<file path="src/rtl/rc5_core_arbiter.sv">
// rtl/rc5_core_arbiter.sv - round-robin arbiter sharing one iterative RC5 core between two requesters.
// Optional BUSY watchdog enabled by defining RC5_ARB_TIMEOUT_EN.
module rc5_core_arbiter #(
  parameter int W       = 8,
  parameter int TIMEOUT = 255
) (
  input  logic         clock,
  input  logic         reset,
  input  logic         req0,
  input  logic         mode0,
  input  logic [W-1:0] a0,
  input  logic [W-1:0] b0,
  output logic         ack0,
  output logic         rvalid0,
  input  logic         req1,
  input  logic         mode1,
  input  logic [W-1:0] a1,
  input  logic [W-1:0] b1,
  output logic         ack1,
  output logic         rvalid1,
  output logic [W-1:0] rdata_a,
  output logic [W-1:0] rdata_b,
  output logic         err,
  output logic         busy,
  output logic         core_start,
  output logic         core_mode,
  output logic [W-1:0] core_a,
  output logic [W-1:0] core_b,
  input  logic         core_done,
  input  logic [W-1:0] core_res_a,
  input  logic [W-1:0] core_res_b
);

  typedef enum logic [1:0] {IDLE, LAUNCH, BUSY, RESP} state_t;

  state_t state, state_next;
  logic   owner;
  logic   last_grant;
  logic   grant_valid;
  logic   grant_sel;

`ifdef RC5_ARB_TIMEOUT_EN
  logic [15:0] tmo_cnt;
  logic        tmo_hit;

  // A done arriving in the same cycle as expiry takes priority over the abort.
  assign tmo_hit = (state == BUSY) && !core_done && (tmo_cnt == 16'(TIMEOUT - 1));
`else
  assign err = 1'b0;
`endif

  // On a tie, the requester that was not served last wins.
  assign grant_valid = req0 | req1;
  assign grant_sel   = (req0 && req1) ? ~last_grant : req1;

  always_comb begin
    state_next = state;
    ack0       = 1'b0;
    ack1       = 1'b0;
    rvalid0    = 1'b0;
    rvalid1    = 1'b0;
    core_start = 1'b0;
    busy       = (state != IDLE);
    case (state)
      IDLE: begin
        if (grant_valid) state_next = LAUNCH;
      end
      LAUNCH: begin
        ack0       = ~owner;
        ack1       = owner;
        core_start = 1'b1;
        state_next = BUSY;
      end
      BUSY: begin
        if (core_done) state_next = RESP;
`ifdef RC5_ARB_TIMEOUT_EN
        else if (tmo_hit) state_next = RESP;
`endif
      end
      RESP: begin
        rvalid0    = ~owner;
        rvalid1    = owner;
        state_next = IDLE;
      end
      default: state_next = IDLE;
    endcase
  end

  always_ff @(posedge clock) begin
    if (reset) begin
      state      <= IDLE;
      owner      <= 1'b0;
      last_grant <= 1'b1;
      core_mode  <= 1'b0;
      core_a     <= '0;
      core_b     <= '0;
      rdata_a    <= '0;
      rdata_b    <= '0;
`ifdef RC5_ARB_TIMEOUT_EN
      err        <= 1'b0;
      tmo_cnt    <= '0;
`endif
    end else begin
      state <= state_next;
      case (state)
        IDLE: begin
          if (grant_valid) begin
            owner     <= grant_sel;
            core_mode <= grant_sel ? mode1 : mode0;
            core_a    <= grant_sel ? a1 : a0;
            core_b    <= grant_sel ? b1 : b0;
          end
        end
        LAUNCH: begin
`ifdef RC5_ARB_TIMEOUT_EN
          tmo_cnt <= '0;
`endif
        end
        BUSY: begin
          if (core_done) begin
            rdata_a <= core_res_a;
            rdata_b <= core_res_b;
`ifdef RC5_ARB_TIMEOUT_EN
            err     <= 1'b0;
          end else if (tmo_hit) begin
            rdata_a <= '0;
            rdata_b <= '0;
            err     <= 1'b1;
          end else begin
            tmo_cnt <= tmo_cnt + 16'd1;
`endif
          end
        end
        RESP: begin
          last_grant <= owner;
        end
        default: ;
      endcase
    end
  end

endmodule

</file>
<file path="config.mk">
export PLATFORM = sky130hd
export DESIGN_NAME = rc5_core_arbiter
export DESIGN_NICKNAME = d
export VERILOG_FILES = /design/src/rtl/rc5_core_arbiter.sv
export SDC_FILE = /design/constraint.sdc
export NUM_CORES = 1
export LEC_CHECK = 0
export BUFFER_PORTS_ARGS = -buffer_cell sky130_fd_sc_hd__buf_2
export CORE_MARGIN = 5
export CORE_UTILIZATION = 37
export CTS_BUF_LIST = sky130_fd_sc_hd__clkbuf_8
export CTS_CLUSTER_SIZE = 16
export DETAILED_ROUTE_END_ITERATION = 10
export GPL_TIMING_DRIVEN = 0
export PLACE_DENSITY = 0.81
export SYNTH_ARGS = -nofsm -noshare
export SYNTH_HDL_FRONTEND = slang
export SYNTH_SLANG_ARGS = --single-unit
export TNS_END_PERCENT = 50
</file>
<file path="constraint.sdc">
create_clock -name clock -period 1.6 [get_ports clock]
set_clock_uncertainty 0.05 [all_clocks]
set_input_delay 0 -clock clock [delete_from_list [all_inputs] [get_ports clock]]
set_output_delay 0 -clock clock [all_outputs]
set_load 0.05 [all_outputs]
</file>
Yosys cells after proc, flatten, opt, wreduce, memory -nomap -nowiden
Cells that the tools add are included.

Equality and inequality tests: 5. Mux-type cells: 12. Reductions and logical operators: 6. Bitwise logic cells: 3.

Operator list (number): 8-bit 2-to-1 mux (2); 2-bit case mux with 4 select lines (1); 1-bit 2-to-1 mux (7); 2-bit AND reduction (3); 2-bit == test (second input constant) (2); 2-bit 2-to-1 mux (2); 2-bit != test (second input constant) (2); 2-bit by 1-bit == test with 1-bit output (second input constant) (1); 2-bit logical NOT (1); 1-bit inverter (2); 2-bit nonzero test (1); 1-bit logical AND (1); 1-bit bitwise OR (1).

Register bits: 37. Bits of input ports: 55. Word-level logic and storage cells: 34.

Longest topological paths before layout
Word-level depth: 3. Gate-level depth with buffers: 7. Gate-level depth less buffers: 5.

Least setup slack after synthesis
No wires, ideal clock.

Kind: register to output. From: register state[1]. To: output ack0. Buffers on the path: 0. Setup slack: -0.097 ns. Stages on the path, launching flop included: 4. Data arrival time: 1.647 ns. Path through: dfxtp_1 > inv_1 > ha_1 > nor2b_1.

Cells in the longest elaborated chain, start to end: 2.

RTL lines: start, declared (RTL line 36) `state_t state, state_next;`; start signal, assigned (RTL line 104) `state <= state_next;`; 2-bit by 1-bit == test with 1-bit output (RTL line 64) `case (state)`; 1-bit 2-to-1 mux (RTL line 64); end, declared (RTL line 13) `output logic ack0,`.

Every way passes these cells.

Worst setup path in the final report
From: register state[0]. To: register core_b[0].

Cells in the longest elaborated chain, start to end: 2.

RTL lines: 2-bit logical NOT (RTL line 105) `case (state)`; 2-bit AND reduction (no source line); end signal, assigned (RTL line 111) `core_b <= grant_sel ? b1 : b0;`; end, declared (RTL line 28) `output logic [W-1:0] core_b,`.

Every way passes these cells. A chain may end at the register's enable or synchronous reset.

==> flow_metrics.tcl <==
set metrics [dict create \
    holdCritStartpoint "b1[6]" \
    cts-root-buf "clkbuf_8" \
    p_leak_nw 1.270 \
    setup_slack_ps 109.3 \
    period_needed_ps 1491 \
    start_util_pct 38.11 \
    yosysWarningCount 0 \
    synth_top_area_share_pct 44.95 \
    core-area_mm2 0.004324 \
    grt_max_degree 17 \
    post_dp_cell_area_mm2 0.002181 \
    crit_fanout 10 \
    cap_viol_max_count 0 \
    muxShareOfSynthArea_pct 0.6074 \
    fin_area_mm2 0.002678 \
    netlist_area_mm2 0.001648 \
    use_met2_pct 31.15 \
    p_per_area_mw_per_mm2 1564 \
    tightest_slew_ps 536.6 \
    slowest_delay_ps 390 \
    nets 393 \
    synth.distinct_cells 24 \
    fin_crit_sh_pct 93.17 \
    clk_pin_slew_worst_paths_ps 70 \
    dieArea_mm2 0.005888 \
    drcViolationCount 0 \
    slew-limit-headroom_pct 64.22 \
    synth_top_family_by_area "compound AO/OA/AOI/OAI gates" \
    cp.arrival_ps 1590 \
    drive_above_1_share_pct 38.02 \
    clock_path_buffers 2 \
    grt_use_met1_pct 20.68 \
    hold_depth 3 \
    die_x_um 76.74 \
    die_h_um 76.74 \
    crit_cells 7 \
    setup_viol 0 \
    critPathBufInv 3 \
    diodes 0 \
    hold_viol 0 \
    grtUsageMet3_pct 4.333 \
    synth_seq_cells 37 \
    timing.rr.start "state[0]$_SDFFE_PP0P_" \
    hold_class "primary input to flop" \
    cts_tree "done" \
    slew_violations 0 \
    syn_avg_cell_area_um2 8.407 \
    synth_area_leaders "dfxtp_1 45%, nand2_1 11%, a21oi_1 10%" \
    critPathCaptureType "flop" \
    status "finished clean" \
    insertion_delay_ps 280 \
    post-place-ws_ps -71.78 \
    globalplace.congestion 0.7464 \
    first_pass_iters 4 \
    cts_buffers 5 \
    synth_compound_area_share_pct 25.97 \
    antenna_found_initial 0 \
    synth-simple-area-share_pct 18.00 \
    vias 1829 \
    crit_chain "inv_1, ha_2, o21a_1, buf_4, buf_6, nor2_1, a211oi_2" \
    avgViaCountPerCell 4.738 \
    ios 95 \
    synthAdderAreaFrac_pct 3.037 \
    drtAntennaViolNets 0 \
    htree_levels 2 \
    min_to "core_b[6]$_SDFFE_PP0P_" \
    io_buffer_count 93 \
    hpwl_um 3411 \
    critPathSlowestCell "dfxtp_1" \
    overflow 0 \
    grt_pass1_wl_um 8700 \
    routed_wirelength_um 5223 \
    row_count 24 \
    synth_nets 255 \
    cp-start-kind "flop" \
    timing.rr.end "core_b[0]$_SDFFE_PP0P_" \
    syn_to_final_growth_pct 62.49 \
    clock-sinks 37 \
    post_cts_buffers 0 \
    drtIter0Drc 57 \
    crit_family "flip-flops" \
    r2r_cells 7 \
    rrSetupSlack_ps 110 \
    yosysSeqAreaShare_pct 44.95 \
    synth_xor_area_share_pct 0 \
    gr-usage-all-layers_pct 17.94 \
    final_cell_mix "95 x buf_2, 49 x nand2_1, 40 x dlygate4sd3_1" \
    rsz0062_at_grt "true" \
    grt-busiest-layer "met2" \
    max_freq_mhz 670.8 \
    cp.required_ps 1700 \
    wl_per_cell_um 13.53 \
    whs_ps 6.479 \
    critPathKind "flop to flop" \
    final_common_cell "buf_2" \
    grt_pass1_vias 1864 \
    yosysTopAreaCell "dfxtp_1" \
    tns_ps 0 \
    ir_worst_vdd_uv 951.7 \
    syn_inst 196 \
    finalPower_w 0.004188 \
]
[final cells by class]
cell class,count,area [um2]
Timing Repair Buffer,133,865.8
Tap cell,52,65.06
Clock inverter,1,7.507
Buffer,12,92.59
Multi-Input combinational cell,140,804.5
Inverter,5,18.77
Clock buffer,6,82.58
Sequential cell,37,740.7
Fill cell,399,1647
[how the worst max path moves through the flow]
stage | end | from
5_1_grt | core_a[4]$_SDFFE_PP0P_ | state[0]$_SDFFE_PP0P_
2_1_floorplan | state[0]$_SDFFE_PP0P_ | state[0]$_SDFFE_PP0P_
4_1_cts | core_b[0]$_SDFFE_PP0P_ | state[0]$_SDFFE_PP0P_
3_5_place_dp | rdata_a[1]$_SDFFE_PP0P_ | state[0]$_SDFFE_PP0P_
3_3_place_gp | rdata_a[0]$_SDFFE_PP0P_ | state[0]$_SDFFE_PP0P_
6_report | core_b[0]$_SDFFE_PP0P_ | state[0]$_SDFFE_PP0P_
[what timing repair did]
item                                    CTS  global route
endpoints found under the hold margin    34             0
hold buffers                             40             0
endpoints found under the setup margin   10            26
resized for setup                         0             4
[stage by stage]
stage	util (%)	instances
floorplan	-	196
global placement	50.43	341
detailed placement	50.43	341
CTS	61.60	386
global route	61.92	386
finish	61.92	386
[registers in the layout, summed over array words and instances (netlist names)]
register,cells
rdata_b,8
state,2
core_a,8
rdata_a,8
owner,1
last_grant,1
core_b,8
core_mode,1
[power breakdown]
| group | total [W] | internal, W | switching (W) |
|---|---|---|---|
| logic | 0.00223 | 0.000668 | 0.00156 |
| clock network | 0.000660 | 0.000340 | 0.000320 |
| registers | 0.00130 | 0.00117 | 0.000135 |
[cells in the mapped netlist, drive strengths merged]
master,number
o32a,1
mux2i,1
ha,4
buf,9
a211oi,17
nand2,50
o21a,2
dfxtp,37
conb,1
a21boi,1
inv,5
nor2,19
nand2b,2
a211o,1
a21oi,34
o21ai,1
and2,3
a22oi,1
clkbuf,5
a21bo,1
nor2b,1
[worst register-to-register path: cells and delay by family, from the launching register on]
family	cells	cell delay, ps
DFF	1	390
adders and majority gates	1	220
buffers and inverters	3	380
AOI/OAI and AO/OA	2	170
and+or+nand+nor	1	130
[logic make-up (layout without fill, tap and decap cells)]
logic type / Yosys count / in the layout
compound gates: 59 / 59
mux: 1 / 1
buf+inv: 19 / 157
simple gates: 75 / 75
flops: 37 / 37
fa+ha+maj: 4 / 4
other cells: 1 / 1
[metal layers]
layer	part of all wire [%]	wire, um
met2	50	2636
met4	3.4	175
met3	5.7	300
met5	0	0
met1	40	2111
(Power assumes the default switching activity.)
